**config.mk**
```make
export PLATFORM = sky130hd
export DESIGN_NAME = imm_gen_pipe_flat
export DESIGN_NICKNAME = d
export VERILOG_FILES = /design/src/rtl/imm_gen_pipe_if.sv /design/src/rtl/imm_gen_pipe.sv /design/src/flat_wrapper.sv
export SDC_FILE = /design/constraint.sdc
export NUM_CORES = 1
export LEC_CHECK = 0
export BUFFER_PORTS_ARGS = -buffer_cell sky130_fd_sc_hd__buf_2
export CAP_MARGIN = 20
export CELL_PAD_IN_SITES_DETAIL_PLACEMENT = 1
export CELL_PAD_IN_SITES_GLOBAL_PLACEMENT = 1
export CORE_UTILIZATION = 45
export CTS_BUF_LIST = sky130_fd_sc_hd__clkbuf_4
export DETAILED_ROUTE_END_ITERATION = 7
export GPL_ROUTABILITY_DRIVEN = 0
export HOLD_SLACK_MARGIN = 0.03
export PLACE_DENSITY_LB_ADDON = 0.1
export SLEW_MARGIN = 20
export SYNTH_ARGS = -nofsm -noshare
export SYNTH_HDL_FRONTEND = slang
export SYNTH_SLANG_ARGS = --single-unit
```
**constraint.sdc**
```tcl
create_clock -name clk -period 5.9 [get_ports clk]
set_clock_uncertainty 0.15 [all_clocks]
set_input_delay 0.885 -clock clk [delete_from_list [all_inputs] [get_ports clk]]
set_output_delay 0.885 -clock clk [all_outputs]
set_load 0.1 [all_outputs]
```
**src/rtl/imm_gen_pipe_if.sv**
```systemverilog
// Bundle of the instruction-in / immediate-out stream for imm_gen_pipe.
// Both sides use valid/ready: a beat moves on a rising edge where valid && ready; valid may not depend on ready.
interface imm_gen_pipe_if #(
  parameter int XLEN = 32
);
  logic            in_valid;
  logic            in_ready;
  logic [24:0]     in_inst;
  logic [2:0]      in_type;
  logic [XLEN-1:0] in_pc;
  logic            flush;
  logic            out_valid;
  logic            out_ready;
  logic [XLEN-1:0] out_imm;
  logic [XLEN-1:0] out_target;
  logic            out_illegal;

  modport master (
    output in_valid, in_inst, in_type, in_pc, flush, out_ready,
    input  in_ready, out_valid, out_imm, out_target, out_illegal
  );

  modport slave (
    input  in_valid, in_inst, in_type, in_pc, flush, out_ready,
    output in_ready, out_valid, out_imm, out_target, out_illegal
  );
endinterface

```
**src/rtl/imm_gen_pipe.sv**
```systemverilog
// Two-stage immediate generator: S1 holds the raw instruction and decodes,
// S2 holds the immediate, branch/jump target and illegal flag.
module imm_gen_pipe #(
  parameter int XLEN      = 32,
  parameter bit TARGET_EN = 1'b1
) (
  input  logic          clk,
  input  logic          rst,
  imm_gen_pipe_if.slave bus
);

  typedef enum logic [2:0] {
    TYPE_R   = 3'd0,
    TYPE_I   = 3'd1,
    TYPE_S   = 3'd2,
    TYPE_B   = 3'd3,
    TYPE_U   = 3'd4,
    TYPE_J   = 3'd5,
    TYPE_Z   = 3'd6,
    TYPE_RSV = 3'd7
  } imm_type_e;

  logic            s1_valid;
  logic [24:0]     s1_inst;
  imm_type_e       s1_type;
  logic [XLEN-1:0] s1_pc;

  logic            s2_valid;
  logic [XLEN-1:0] s2_imm;
  logic [XLEN-1:0] s2_target;
  logic            s2_illegal;

  logic            s2_load;
  logic            accept;
  logic signed [31:0] imm32;
  logic [XLEN-1:0] imm;
  logic [XLEN-1:0] target;
  logic            illegal;

  // s1_inst[k] is instruction bit k+7; the opcode never enters the block.
  always_comb begin
    imm32 = '0;
    case (s1_type)
      TYPE_I:  imm32 = {{20{s1_inst[24]}}, s1_inst[24:13]};
      TYPE_S:  imm32 = {{20{s1_inst[24]}}, s1_inst[24:18], s1_inst[4:0]};
      TYPE_B:  imm32 = {{19{s1_inst[24]}}, s1_inst[24], s1_inst[0],
                        s1_inst[23:18], s1_inst[4:1], 1'b0};
      TYPE_U:  imm32 = {s1_inst[24:5], 12'b0};
      TYPE_J:  imm32 = {{11{s1_inst[24]}}, s1_inst[24], s1_inst[12:5],
                        s1_inst[13], s1_inst[23:14], 1'b0};
      TYPE_Z:  imm32 = {27'b0, s1_inst[12:8]};
      default: imm32 = '0;
    endcase
  end

  // Sign-extending cast widens every 32-bit form to XLEN; Z has bit 31 clear.
  assign imm     = XLEN'(imm32);
  assign illegal = (s1_type == TYPE_RSV);

  generate
    if (TARGET_EN) begin : g_target
      assign target = s1_pc + imm;
    end else begin : g_no_target
      assign target = '0;
    end
  endgenerate

  assign s2_load      = s1_valid && (!s2_valid || bus.out_ready);
  assign bus.in_ready = !bus.flush && (!s1_valid || s2_load);
  assign accept       = bus.in_valid && bus.in_ready;

  always_ff @(posedge clk) begin
    if (rst || bus.flush) begin
      s1_valid <= 1'b0;
      s2_valid <= 1'b0;
    end else begin
      if (accept) begin
        s1_valid <= 1'b1;
      end else if (s2_load) begin
        s1_valid <= 1'b0;
      end
      if (s2_load) begin
        s2_valid <= 1'b1;
      end else if (bus.out_ready) begin
        s2_valid <= 1'b0;
      end
    end
  end

  // Payload registers only follow the valid bits; their contents are ignored while invalid.
  always_ff @(posedge clk) begin
    if (accept) begin
      s1_inst <= bus.in_inst;
      s1_type <= imm_type_e'(bus.in_type);
      s1_pc   <= bus.in_pc;
    end
    if (s2_load) begin
      s2_imm     <= imm;
      s2_target  <= target;
      s2_illegal <= illegal;
    end
  end

  assign bus.out_valid   = s2_valid;
  assign bus.out_imm     = s2_imm;
  assign bus.out_target  = s2_target;
  assign bus.out_illegal = s2_illegal;

endmodule

```
**src/flat_wrapper.sv**
```systemverilog
// flat-port wrapper written by rule: the top's interface ports become plain ports
module imm_gen_pipe_flat 
#(
  parameter int XLEN      = 32,
  parameter bit TARGET_EN = 1'b1
)
  (clk, rst, bus_in_valid, bus_in_inst, bus_in_type, bus_in_pc, bus_flush, bus_out_ready, bus_in_ready, bus_out_valid, bus_out_imm, bus_out_target, bus_out_illegal);
  imm_gen_pipe_if #(.XLEN(XLEN)) bus_i ();
  input  logic clk;
  input  logic rst;
  input wire logic [$bits(bus_i.in_valid)-1:0] bus_in_valid;
  input wire logic [$bits(bus_i.in_inst)-1:0] bus_in_inst;
  input wire logic [$bits(bus_i.in_type)-1:0] bus_in_type;
  input wire logic [$bits(bus_i.in_pc)-1:0] bus_in_pc;
  input wire logic [$bits(bus_i.flush)-1:0] bus_flush;
  input wire logic [$bits(bus_i.out_ready)-1:0] bus_out_ready;
  output wire logic [$bits(bus_i.in_ready)-1:0] bus_in_ready;
  output wire logic [$bits(bus_i.out_valid)-1:0] bus_out_valid;
  output wire logic [$bits(bus_i.out_imm)-1:0] bus_out_imm;
  output wire logic [$bits(bus_i.out_target)-1:0] bus_out_target;
  output wire logic [$bits(bus_i.out_illegal)-1:0] bus_out_illegal;
  assign bus_i.in_valid = bus_in_valid;
  assign bus_i.in_inst = bus_in_inst;
  assign bus_i.in_type = bus_in_type;
  assign bus_i.in_pc = bus_in_pc;
  assign bus_i.flush = bus_flush;
  assign bus_i.out_ready = bus_out_ready;
  assign bus_in_ready = bus_i.in_ready;
  assign bus_out_valid = bus_i.out_valid;
  assign bus_out_imm = bus_i.out_imm;
  assign bus_out_target = bus_i.out_target;
  assign bus_out_illegal = bus_i.out_illegal;
  imm_gen_pipe #(.XLEN(XLEN), .TARGET_EN(TARGET_EN)) u_core (.clk(clk), .rst(rst), .bus(bus_i));
endmodule
```
Word-level counts from Yosys, hierarchy flattened. Cells that the tools add are included.

Register bits after elaboration: 127. Output and inout port bits: 67. Input port bits: 65. Word-level logic and storage cells: 32.

Add/subtract/negate cells: 1. Muxes and demuxes: 5. Eq/ne operators: 7. Reduce and logical (&&, ||, !) cells: 11.

Operators with widths (count): $pmux W32 S6 (1); $add A32 B32 Y32 (1); $eq A3 B3 Y1 const B (4); $eq A3 B2 Y1 const B (2); $mux W1 (4); $reduce_bool A2 Y1 (2); $eq A3 B1 Y1 const B (1); $logic_and A1 B1 Y1 (3); $logic_not A1 Y1 (3); $logic_or A1 B1 Y1 (3).

Longest topological paths before layout.
Depth in word-level cells: 7. Gate-level depth with buffers: 15. Mapped depth without buffers: 13.

Least setup slack after synthesis. Ideal clock, no wire load.

Path type: input to register. Start point: input port bus_out_ready. End point: register u_core.s1_inst[0], enable pin. Setup slack: 1.258 ns. Required time: 5.327 ns. Buffers on the path: 0. Setup time: 0.423 ns. Arrival time: 4.069 ns. Cell stages on the path: 3. Cells stage by stage: nor2b_1 a21oi_1 and2_1.

Longest elaborated chain between the ends: 5.

RTL lines: from (decl) (RTL line flat_wrapper.sv:16) `input wire logic [$bits(bus_i.out_ready)-1:0] bus_out_ready;`; $logic_or A1 B1 Y1 (RTL line imm_gen_pipe.sv:68) `assign s2_load = s1_valid && (!s2_valid || bus.out_ready);`; $logic_and A1 B1 Y1 (RTL line imm_gen_pipe.sv:68); $logic_or A1 B1 Y1 (RTL line imm_gen_pipe.sv:69) `assign bus.in_ready = !bus.flush && (!s1_valid || s2_load);`; $logic_and A1 B1 Y1 (RTL line imm_gen_pipe.sv:69); named net bus_in_ready (RTL line flat_wrapper.sv:17) `output wire logic [$bits(bus_i.in_ready)-1:0] bus_in_ready;`; $logic_and A1 B1 Y1 (RTL line imm_gen_pipe.sv:70) `assign accept = bus.in_valid && bus.in_ready;`; named net u_core.accept (RTL line imm_gen_pipe.sv:34) `logic accept;`; to (signal assigned) (RTL line imm_gen_pipe.sv:93) `s1_inst <= bus.in_inst;`; to (decl) (RTL line imm_gen_pipe.sv:24) `logic [24:0] s1_inst;`.

The timed path passes the listed nets, and every way through them passes these cells. A chain may end at the register's enable or synchronous reset.

Final worst setup path.
Start point: register u_core.s1_type[1]. End point: register u_core.s2_target[24], in the netlist u_core.bus.out_target[24] (data pin).

Longest elaborated chain between the ends: 3. Elaborated cells on any way between the ends: 8. Those cells by class: add/sub: 1; eq/ne: 6; mux: 1.

RTL lines: from (decl) (RTL line imm_gen_pipe.sv:25) `imm_type_e s1_type;`; from (signal assigned) (RTL line imm_gen_pipe.sv:94) `s1_type <= imm_type_e'(bus.in_type);`; $eq A3 B3 Y1 (tied with other cells) (RTL line imm_gen_pipe.sv:43) `case (s1_type)`; $pmux W32 S6 * (RTL line imm_gen_pipe.sv:43); named net u_core.imm[21] (RTL line imm_gen_pipe.sv:36) `logic [XLEN-1:0] imm;`; $add A32 B32 Y32 * (RTL line imm_gen_pipe.sv:62) `assign target = s1_pc + imm;`; named net u_core.target[24] (RTL line imm_gen_pipe.sv:37) `logic [XLEN-1:0] target;`; to (signal assigned) (RTL line imm_gen_pipe.sv:99) `s2_target <= target;`; to (decl) (RTL line imm_gen_pipe.sv:30) `logic [XLEN-1:0] s2_target;`.

The timed path passes the listed nets; every way through them passes the cells marked *.

==> results.toml <==
[sta]
finalSetupTns_ns = 0
worst_pin_slew_ns = 1.01
max_freq_mhz = 251
hold_slack_ns = 0.347
relSlewSlack = 0.325
slew_viol_final = 0
postLayoutSetupSlackWorst_ns = 1.91
finalHoldViolCount = 0
setup_viol = 0
fin_crit_sh = 0.676
period_needed_ns = 3.99
rsz0062_at_grt = "false"

[clock_network]
clk_pin_slew_ns = 0.12
cts_buffer_depth = 2
cts_buffers = 17
clockRootBuffer = "clkbuf_4"
cts.sinks = 127
cts_resized = 0
cts_hold_buf = 0
cts_tree = "yes"
clk_latency_ns = 0.55
post_cts.repair.setup_buffers = 0
cts-htree-levels = 4

[yosys]
ys_seq_elements = 127
synthFlopType = "edfxtp_1"
synthCells = 442
ys_seq_area_frac = 0.629
synthTopCellsByArea = "edfxtp_1, ha_1, a21o_1"
synth_most_common_cell = "edfxtp_1"
synth_common_cells = "edfxtp_1, a21oi_1, ha_1, nand2_1, a21o_1"
async_flop_share = 0
ys.warnings.count = 0
netlist_area_um2 = 6030
avgSynthCellArea_um2 = 13.6
synth_nets = 539
synth_edf_count = 125
synth_top_cell_area_share = 0.622
synth_area_leader_cell = "edfxtp_1"
synth.distinct_cells = 59

[routing]
drtIter0Drc = 301
viasPerCell = 5.46
wl_per_cell_um = 20.1
drtAntennaViolNets = 0
via_count = 4199
wirelength_um = 15500
drc_errors = 0
first_pass_iters = 4

[flow_run]
max_cap_violations = 0

[power]
peakVddDrop_uv = 186
p_leak_nw = 2.93
powerDensity_nw_per_um2 = 316
p_total_w = 0.00226

[floorplan]
pin_count = 132
die_y_um = 118
rows = 41
die_area_um2 = 13900
die_w_um = 118
start_util = 0.470
coreArea_um2 = 12800

[worst_setup_path]
r2r_start = "u_core.s1_type[1]"
worstSetupPathType = "reg2reg"
arrival_ns = 4.14
worst_setup_path_end_kind = "flop"
path_max_fanout = 14
crit_required_ns = 6.05
cp-startpoint = "u_core.s1_type[1]"
startpoint_type = "flop"

[final_layout]
diodes = 0
multi_input_area_um2 = 2160
register_area_um2 = 3790
nFillCells = 1368
drive_above_1_share = 0.312
area_delta_synth_final_pct = 18.4
final_nets = 682

[global_route]
overflow = 0
antenna_found_initial = 0
first_global_vias = 4437
grt_pass1_wl_um = 24500
grt_max_degree = 61
grtUsageTotal = 0.236

[worst_hold_path]
hp-class = "in2reg"
hold_path_startpoint = "rst"

[placed_design]
pre_cts_ws_ns = 1.96
place.port_buffers = 131
hpwl_um = 11600

[outcome]
status = "completed"
-- cells by family after synthesis --
family          after synthesis  synth area share
buf+inv                      18            0.0137
compound gates              126             0.149
flops                       127             0.629
xor+xnor                     28            0.0407
simple gates                108            0.0948
mux                           3           0.00519
fa+ha+maj                    32            0.0676
-- worst max-delay path, cell delays in order, from the launching register on --
cell and delay [ns]:
edfxtp_1 0.59, nor2b_1 0.42, a21o_1 0.29, and2_1 0.51, a21o_1 0.19, ha_1 0.32, a21o_1 0.23, a21oi_1 0.36
nor3b_1 0.09, a2111oi_0 0.46, nand3_1 0.13
-- state kept, by name (all words and copies together) (netlist names) --
signal / cells
u_core.bus.out_illegal: 1
u_core.bus.out_imm: 32
u_core.bus.out_target: 32
u_core.bus.out_valid: 1
u_core.s1_inst: 25
u_core.s1_pc: 32
u_core.s1_type: 3
u_core.s1_valid: 1
-- cells in the final DEF (no fill, tap or decap), drive strengths merged, types with 11 or more instances in the layout --
cell,Yosys,routed
buf,7,133
clkbuf,2,19
nor2,22,22
edfxtp,125,125
xnor2,17,17
a21o,28,28
o21ai,19,19
ha,31,31
a21oi,38,38
xor2,11,11
nand2,32,32
-- report_power, final --
group	switching, W	internal [W]
combinational	0.000412	0.000170
sequential	0.0000257	0.00107
clock	0.000327	0.000254
-- routing by layer --
| layer | share of wire | vias to the layer above | track usage |
|---|---|---|---|
| met5 | 0 | - | 0 |
| met3 | 0.051 | 23 | 0.0543 |
| li1 | - | 1992 | - |
| met4 | 0.026 | 0 | 0.115 |
| met1 | 0.45 | 2042 | 0.309 |
| met2 | 0.48 | 142 | 0.368 |
-- per-stage QoR --
stage / cell area, µm² / util / std cells
floorplan: 6030 / - / 442
global placement: 6880 / 0.536 / 738
detailed placement: 6880 / 0.536 / 738
CTS: 7140 / 0.557 / 769
global route: 7140 / 0.557 / 769
finish: 7140 / 0.557 / 769
-- layout make-up --
cell class | instances | share of cell area
sequential | 127 | 0.531
timing repair buffer | 133 | 0.0939
multi-input combinational | 297 | 0.303
clock buffer | 19 | 0.0200
tap | 172 | 0.0301
clock inverter | 12 | 0.0168
inverter | 9 | 0.00473
-- worst paths after layout --
| check | slack [ns] | depth (start not counted) | endpoint |
|---|---|---|---|
| worst max-delay path | 1.91 | 10 | u_core.bus.out_target[24] |
| worst min register to register | 0.38 | 2 | u_core.bus.out_valid |
| worst max register to register | 1.91 | 10 | u_core.bus.out_target[24] |
| worst min-delay path | 0.35 | 2 | u_core.bus.out_valid |
No activity file was read; power rests on OpenSTA's default activity.
